**src/rtl/maze_pkg.sv**
```systemverilog
// Shared maze constants and state encoding for the move calculator, position tracker and display.
package maze_pkg;

    localparam int unsigned COLS       = 18;
    localparam int unsigned CELLS      = 198;
    localparam int unsigned START_CELL = 181;
    localparam int unsigned WALL_CODE  = 255;

    typedef enum logic [2:0] {
        IDLE  = 3'd0,
        PLAY  = 3'd1,
        CRASH = 3'd2,
        WIN   = 3'd3,
        OVER  = 3'd4
    } state_t;

    // Linear cell index of a (row, col) grid position.
    function automatic logic [7:0] cell_index(input int unsigned row, input int unsigned col);
        return 8'(row * COLS + col);
    endfunction

endpackage

```
**src/rtl/maze_position_tracker_if.sv**
```systemverilog
// Move-calculator / game-state bus. time_left exists only when TIMEOUT_EN is defined.
interface maze_position_tracker_if;
    import maze_pkg::*;

    logic [7:0] next_count;
    logic [7:0] begin_spot;
    logic [7:0] end_spot;
    logic       CTRLbtn;
    logic [7:0] count;
    logic       game_run;
    state_t     state;
    logic [1:0] lives;
    logic [9:0] moves;
    logic       win;
    logic       over;
`ifdef TIMEOUT_EN
    logic [9:0] time_left;
`endif

    modport master (
        output next_count, begin_spot, end_spot, CTRLbtn,
        input  count, game_run, state, lives, moves, win, over
`ifdef TIMEOUT_EN
        , time_left
`endif
    );

    modport slave (
        input  next_count, begin_spot, end_spot, CTRLbtn,
        output count, game_run, state, lives, moves, win, over
`ifdef TIMEOUT_EN
        , time_left
`endif
    );

endinterface

```
**src/rtl/rise_pulse.sv**
```systemverilog
// Registered rising-edge detector: pulse_c is high for the tick where d goes 0 -> 1.
module rise_pulse (
    input  logic CLK,
    input  logic RESET,
    input  logic d,
    output logic pulse_c
);

    logic d_q;

    always_ff @(posedge CLK) begin
        if (!RESET) d_q <= 1'b0;
        else        d_q <= d;
    end

    assign pulse_c = d & ~d_q;

endmodule

```
**src/rtl/maze_position_tracker.sv**
```systemverilog
// Maze game-state stage: player cell, crash/goal detection, lives and move count.
// Optional play timer enabled with TIMEOUT_EN (adds time_left output).
module maze_position_tracker
    import maze_pkg::*;
#(
    parameter int unsigned MAX_LIVES = 3,
    parameter int unsigned MOVE_MAX  = 999
`ifdef TIMEOUT_EN
    , parameter int unsigned TIME_LIMIT = 600
`endif
) (
    input logic                    CLK,
    input logic                    RESET,
    maze_position_tracker_if.slave bus
);

    state_t     state_q, state_d;
    logic [7:0] count_q, count_d;
    logic [1:0] lives_q, lives_d;
    logic [9:0] moves_q, moves_d;
    logic       game_run_q, win_q, over_q;
    logic       start_c, crash_c;
    logic [9:0] moves_inc_c;

    rise_pulse u_ctrl_edge (
        .CLK    (CLK),
        .RESET  (RESET),
        .d      (bus.CTRLbtn),
        .pulse_c(start_c)
    );

    assign crash_c     = (bus.next_count == 8'(WALL_CODE)) || (bus.next_count >= 8'(CELLS));
    assign moves_inc_c = (moves_q == 10'(MOVE_MAX)) ? moves_q : moves_q + 10'd1;

`ifdef TIMEOUT_EN
    logic [9:0] time_left_q, time_left_d;
`endif

    // Next-state and next-value logic for the game FSM and its counters
    always_comb begin
        state_d = state_q;
        count_d = count_q;
        lives_d = lives_q;
        moves_d = moves_q;
`ifdef TIMEOUT_EN
        time_left_d = time_left_q;
`endif
        case (state_q)
            IDLE: begin
                if (start_c) begin
                    state_d = PLAY;
                    count_d = bus.begin_spot;
                    moves_d = 10'd0;
`ifdef TIMEOUT_EN
                    time_left_d = 10'(TIME_LIMIT);
`endif
                end
            end
            PLAY: begin
`ifdef TIMEOUT_EN
                time_left_d = (time_left_q != 10'd0) ? time_left_q - 10'd1 : 10'd0;
`endif
                if (crash_c) begin
                    lives_d = (lives_q != 2'd0) ? lives_q - 2'd1 : 2'd0;
                    state_d = (lives_q <= 2'd1) ? OVER : CRASH;
                end
`ifdef TIMEOUT_EN
                else if (time_left_q <= 10'd1) begin
                    state_d = OVER;
                end
`endif
                else if (bus.next_count == bus.end_spot) begin
                    count_d = bus.end_spot;
                    moves_d = moves_inc_c;
                    state_d = WIN;
                end else if (bus.next_count != count_q) begin
                    count_d = bus.next_count;
                    moves_d = moves_inc_c;
                end
            end
            CRASH: begin
                if (bus.next_count != 8'(WALL_CODE)) begin
                    state_d = PLAY;
                    count_d = bus.next_count;
                end
            end
            WIN: begin
                if (start_c) begin
                    state_d = IDLE;
                    lives_d = 2'(MAX_LIVES);
                end
            end
            OVER: begin
                if (start_c) begin
                    state_d = IDLE;
                    lives_d = 2'(MAX_LIVES);
                    moves_d = 10'd0;
                end
            end
            default: state_d = IDLE;
        endcase
    end

    // Registers; status flags are decoded from the next state so they align with it
    always_ff @(posedge CLK) begin
        if (!RESET) begin
            state_q    <= IDLE;
            count_q    <= 8'(START_CELL);
            lives_q    <= 2'(MAX_LIVES);
            moves_q    <= 10'd0;
            game_run_q <= 1'b0;
            win_q      <= 1'b0;
            over_q     <= 1'b0;
        end else begin
            state_q    <= state_d;
            count_q    <= count_d;
            lives_q    <= lives_d;
            moves_q    <= moves_d;
            game_run_q <= (state_d == PLAY) || (state_d == CRASH);
            win_q      <= (state_d == WIN);
            over_q     <= (state_d == OVER);
        end
    end

`ifdef TIMEOUT_EN
    always_ff @(posedge CLK) begin
        if (!RESET) time_left_q <= 10'(TIME_LIMIT);
        else        time_left_q <= time_left_d;
    end

    assign bus.time_left = time_left_q;
`endif

    assign bus.state    = state_q;
    assign bus.count    = count_q;
    assign bus.lives    = lives_q;
    assign bus.moves    = moves_q;
    assign bus.game_run = game_run_q;
    assign bus.win      = win_q;
    assign bus.over     = over_q;

endmodule

```
**src/flat_wrapper.sv**
```systemverilog
// flat-port wrapper written by rule: the top's interface ports become plain ports
module maze_position_tracker_flat import maze_pkg::*;
#(
    parameter int unsigned MAX_LIVES = 3,
    parameter int unsigned MOVE_MAX  = 999

)
  (CLK, RESET, bus_next_count, bus_begin_spot, bus_end_spot, bus_CTRLbtn, bus_count, bus_game_run, bus_state, bus_lives, bus_moves, bus_win, bus_over);
  maze_position_tracker_if bus_i ();
  input logic CLK;
  input logic RESET;
  input wire logic [$bits(bus_i.next_count)-1:0] bus_next_count;
  input wire logic [$bits(bus_i.begin_spot)-1:0] bus_begin_spot;
  input wire logic [$bits(bus_i.end_spot)-1:0] bus_end_spot;
  input wire logic [$bits(bus_i.CTRLbtn)-1:0] bus_CTRLbtn;
  output wire logic [$bits(bus_i.count)-1:0] bus_count;
  output wire logic [$bits(bus_i.game_run)-1:0] bus_game_run;
  output wire logic [$bits(bus_i.state)-1:0] bus_state;
  output wire logic [$bits(bus_i.lives)-1:0] bus_lives;
  output wire logic [$bits(bus_i.moves)-1:0] bus_moves;
  output wire logic [$bits(bus_i.win)-1:0] bus_win;
  output wire logic [$bits(bus_i.over)-1:0] bus_over;
  assign bus_i.next_count = bus_next_count;
  assign bus_i.begin_spot = bus_begin_spot;
  assign bus_i.end_spot = bus_end_spot;
  assign bus_i.CTRLbtn = bus_CTRLbtn;
  assign bus_count = bus_i.count;
  assign bus_game_run = bus_i.game_run;
  assign bus_state = bus_i.state;
  assign bus_lives = bus_i.lives;
  assign bus_moves = bus_i.moves;
  assign bus_win = bus_i.win;
  assign bus_over = bus_i.over;
  maze_position_tracker #(.MAX_LIVES(MAX_LIVES), .MOVE_MAX(MOVE_MAX)) u_core (.CLK(CLK), .RESET(RESET), .bus(bus_i));
endmodule
```
**config.mk**
```make
export PLATFORM = sky130hd
export DESIGN_NAME = maze_position_tracker_flat
export DESIGN_NICKNAME = d
export VERILOG_FILES = /design/src/rtl/maze_pkg.sv /design/src/rtl/maze_position_tracker_if.sv /design/src/rtl/rise_pulse.sv /design/src/rtl/maze_position_tracker.sv /design/src/flat_wrapper.sv
export SDC_FILE = /design/constraint.sdc
export NUM_CORES = 1
export LEC_CHECK = 0
export BUFFER_PORTS_ARGS = -buffer_cell sky130_fd_sc_hd__buf_2
export CORE_ASPECT_RATIO = 0.8
export CORE_MARGIN = 4
export CORE_UTILIZATION = 49
export DETAILED_ROUTE_END_ITERATION = 8
export PLACE_DENSITY = 0.78
export SYNTH_ARGS = -nofsm -noshare
export SYNTH_HDL_FRONTEND = slang
export SYNTH_HIERARCHICAL = 1
export SYNTH_SLANG_ARGS = --single-unit
```
**constraint.sdc**
```tcl
create_clock -name CLK -period 2.3 [get_ports CLK]
set_input_delay 0.115 -clock CLK [delete_from_list [all_inputs] [get_ports CLK]]
set_output_delay 0.115 -clock CLK [all_outputs]
set_load 0.02 [all_outputs]
```
==> Flow_metrics.wiki <==
{| class="wikitable"
! Metric !! Value
|-
| Post-synth EDFFs || 0
|-
| Area share of and/or/nand/nor cells after synthesis || 0.284
|-
| GP Congestion || 0.914
|-
| Category of the worst setup path launch point || flip-flop
|-
| Number of synthesized register bits || 27
|-
| Syn Area/Cell || 8.38 um^2
|-
| Max-cap violations || 0
|-
| Worst path cell trace || nand2b_1, nor2_2, nand2_1, or2_0, or4_1, a21oi_1
|-
| Number of DRC markers after the initial detailed-route iteration || 62
|-
| Number of buffers created by CTS || 3
|-
| H-tree depth || 1
|-
| Highest-count cells in the layout ignoring fill and taps || sky130_fd_sc_hd__buf_2, sky130_fd_sc_hd__dfxtp_1, sky130_fd_sc_hd__nand2_1
|-
| Dominant combinational cell family by area after synthesis || simple AND/OR/NAND/NOR gates
|-
| Arrival time of the worst setup path || 2160 ps
|-
| Cell area reported after detailed placement || 1860 um^2
|-
| Slew at the pin with the worst max-slew slack || 539 ps
|-
| Leading cell type in the layout, fill and taps excluded || sky130_fd_sc_hd__buf_2
|-
| Post-CTS Repair Setup Buffers || 0
|-
| Half-perimeter wire length after detailed placement || 2990 um
|-
| Portion of the post-synthesis area used by sequential elements || 0.353
|-
| Final cycle utilization of the critical path || 0.846
|-
| Outcome || finished, final reports clean
|-
| Placed insts || 275
|-
| Setup total negative slack || 0 ps
|-
| Library cell used as clock root buffer || sky130_fd_sc_hd__clkbuf_8
|-
| Pin count of the biggest net entering global routing || 17
|-
| Worst slew margin relative to its limit || 0.636
|-
| Count of hold buffers inserted by post-cts repair || 0
|-
| Crit end category || flip-flop
|-
| Count of final hold-check violations || 0
|-
| Vias in the first global route || 1,390
|-
| Chip Width || 70.5 um
|-
| Core Footprint || 2870 um^2
|-
| Max Clock Skew || 10.1 ps
|-
| Final slew viol count || 0
|-
| Worst EP required || 2510 ps
|-
| Critical path's top delay family || simple AND/OR/NAND/NOR gates
|-
| # diodes || 0
|-
| Final period demand of the worst path || 1950 ps
|-
| Cell variety after synth || 41
|-
| Starting Density || 0.534
|-
| Post-Syn Area || 1530 um^2
|-
| Number of filler instances in the final layout || 255
|-
| Final Instance Area || 1910 um^2
|-
| Clock sink total || 27
|-
| Clock latency of the later-clocked register in the worst-skew pair || 280 ps
|-
| Fraction of final layout cells with drive strength greater than 1 || 0.299
|-
| Number of nets in the layout || 270
|-
| Multiplexer fraction of the synthesized cell area || 0.0759
|-
| Rows || 17
|-
| Area growth from synthesis to layout || 24.7%
|-
| Count of input and output buffers || 52
|-
| Largest driver fanout on the critical path || 9
|-
| Number of instances resized during post-cts repair || 0
|-
| Fraction of synthesized cell area in xor and xnor cells || 0.114
|-
| Non-filler instance count after layout || 279
|-
| Warning count from the yosys run || 6
|-
| Asr flop ratio synth || 0
|-
| Path type of the worst setup path || flip-flop to flip-flop
|-
| Adder-cell area share of the yosys netlist || 0.00816
|-
| Highest ir drop seen on vdd || 383 uV
|-
| Die span in y || 58.0 um
|-
| Full die area || 4090 um^2
|-
| Overall routing resource usage || 0.182
|-
| Wire length per cell || 13.6 um
|-
| Compound-Gate Fraction of Synth Area || 0.138
|-
| Ports placed on the boundary || 53
|-
| Most common flop cell mapped by yosys || sky130_fd_sc_hd__dfxtp_1
|-
| Global-route wire length before repair || 6210 um
|-
| Via count || 1,511
|-
| Number of antenna violations at the first check in global routing || 0
|-
| Static leakage || 0.809 nW
|-
| Number of search-and-repair iterations in the first detailed-routing pass || 4
|-
| Maximum frequency from static timing analysis || 0.514 GHz
|-
| Overall power consumption || 1.05 mW
|-
| Antenna Nets Post-Route || 0
|-
| DRC violation count after routing || 0
|-
| Cells after Synth || 183
|-
| Unrepaired setup endpoints after global routing || false
|-
| Pwr/cell area || 550 nW/um^2
|-
| Post-Syn Nets || 211
|-
| Max stage delay cell, worst path || sky130_fd_sc_hd__or4_1
|-
| Maximum count of clock buffers along a single path || 2
|-
| Setup-failing EPs final || 0
|-
| Crit-path max cell delay || 550 ps
|-
| TritonCTS clock tree || done
|-
| Vias per std cell || 5.42
|-
| Overall overflow remaining after global route || 0
|-
| Total wire length after detailed routing || 3800 um
|-
| Worst min-delay path class || primary input to flip-flop
|-
| Clock-pin transition on the worst setup and hold timing paths || 100 ps
|-
| Total buffers and inverters traversed by the critical path || 0
|}
## layout make-up
class | instances | area [um^2] | share of cell area
clock buffer | 3 | 41.3 | 0.0216
clock inverter | 1 | 7.51 | 0.00393
timing repair buffer | 59 | 313 | 0.164
multi-input combinational | 148 | 951 | 0.497
inverter | 3 | 11.3 | 0.00589
sequential | 27 | 541 | 0.283
tap | 38 | 47.5 | 0.0249
## through the flow
| step | util | setup slack (ps) | hold slack, ps |
|---|---|---|---|
| 2_1_floorplan | - | 151 | 237 |
| 3_3_place_gp | 0.649 | 384 | 349 |
| 3_5_place_dp | 0.649 | 309 | 350 |
| 4_1_cts | 0.666 | 388 | 62.4 |
| 5_1_grt | 0.666 | 212 | 88.0 |
| 6_report | 0.666 | 354 | 67.0 |
## final timing paths
| check | from | end | slack [ps] | cells past startpoint |
|---|---|---|---|---|
| worst max-delay path | u_core/bus.state[2] | u_core/bus.moves[7] | 350 | 6 |
| worst min-delay path | bus_CTRLbtn | u_core/u_ctrl_edge/d_q | 70 | 2 |
| worst max register to register | u_core/bus.state[2] | u_core/bus.moves[7] | 350 | 6 |
| worst min register to register | u_core/bus.lives[1] | u_core/bus.lives[1] | 510 | 2 |
## report_power, final
part / leakage, nW / switching, mW / internal [mW]
logic: 0.567 / 0.149 / 0.115
clock network: 0.0217 / 0.150 / 0.123
registers: 0.220 / 0.0214 / 0.493
## cells in the mapped netlist (2+ instances only)
| library cell | n | area share |
|---|---|---|
| sky130_fd_sc_hd__xnor2_1 | 12 | 0.069 |
| sky130_fd_sc_hd__a31oi_1 | 3 | 0.012 |
| sky130_fd_sc_hd__nor3_1 | 5 | 0.016 |
| sky130_fd_sc_hd__nand2b_1 | 3 | 0.012 |
| sky130_fd_sc_hd__mux2i_1 | 6 | 0.039 |
| sky130_fd_sc_hd__xor2_1 | 8 | 0.046 |
| sky130_fd_sc_hd__a22oi_1 | 3 | 0.015 |
| sky130_fd_sc_hd__nor4_2 | 2 | 0.016 |
| sky130_fd_sc_hd__or3_1 | 2 | 0.0082 |
| sky130_fd_sc_hd__nor4_1 | 4 | 0.016 |
| sky130_fd_sc_hd__nand4_1 | 5 | 0.020 |
| sky130_fd_sc_hd__a211oi_1 | 2 | 0.0098 |
| sky130_fd_sc_hd__o21ai_0 | 13 | 0.042 |
| sky130_fd_sc_hd__buf_2 | 2 | 0.0065 |
| sky130_fd_sc_hd__nor2_1 | 13 | 0.032 |
| sky130_fd_sc_hd__dfxtp_1 | 27 | 0.35 |
| sky130_fd_sc_hd__and2_1 | 3 | 0.012 |
| sky130_fd_sc_hd__nor3b_1 | 2 | 0.0098 |
| sky130_fd_sc_hd__or4_1 | 3 | 0.015 |
| sky130_fd_sc_hd__and3_1 | 2 | 0.0082 |
| sky130_fd_sc_hd__a21oi_1 | 8 | 0.026 |
| sky130_fd_sc_hd__nor2b_1 | 3 | 0.012 |
| sky130_fd_sc_hd__nand2_1 | 21 | 0.051 |
| sky130_fd_sc_hd__mux2_2 | 5 | 0.037 |
| sky130_fd_sc_hd__nand3_1 | 8 | 0.026 |
| sky130_fd_sc_hd__inv_1 | 3 | 0.0073 |
## worst register-to-register path, cell delays in order (launching register included)
cell and delay (ps):
sky130_fd_sc_hd__dfxtp_1 400, sky130_fd_sc_hd__nand2b_1 220, sky130_fd_sc_hd__nor2_2 130, sky130_fd_sc_hd__nand2_1 80
sky130_fd_sc_hd__or2_0 350, sky130_fd_sc_hd__or4_1 550, sky130_fd_sc_hd__a21oi_1 160
## registers in the layout, summed over array words and instances (netlist names)
register,count
u_core/bus.win,1
u_core/bus.state,3
u_core/bus.lives,2
u_core/u_ctrl_edge/d_q,1
u_core/bus.over,1
u_core/bus.moves,10
u_core/bus.game_run,1
u_core/bus.count,8
## logic make-up after synthesis
kind of cell    after synthesis
simple gates                 81
flops                        27
xor+xnor                     20
fa+ha+maj                     1
mux                          11
buf+inv                       8
compound gates               35
## metal layers
layer,up-vias,global-route usage,share of wire
met5,-,0,0
met4,0,0.0161,0.0032
met3,2,0.0451,0.069
met2,43,0.292,0.45
met1,691,0.258,0.47
li1,775,-,-
Note: power is estimated with default switching activity, not from simulation.
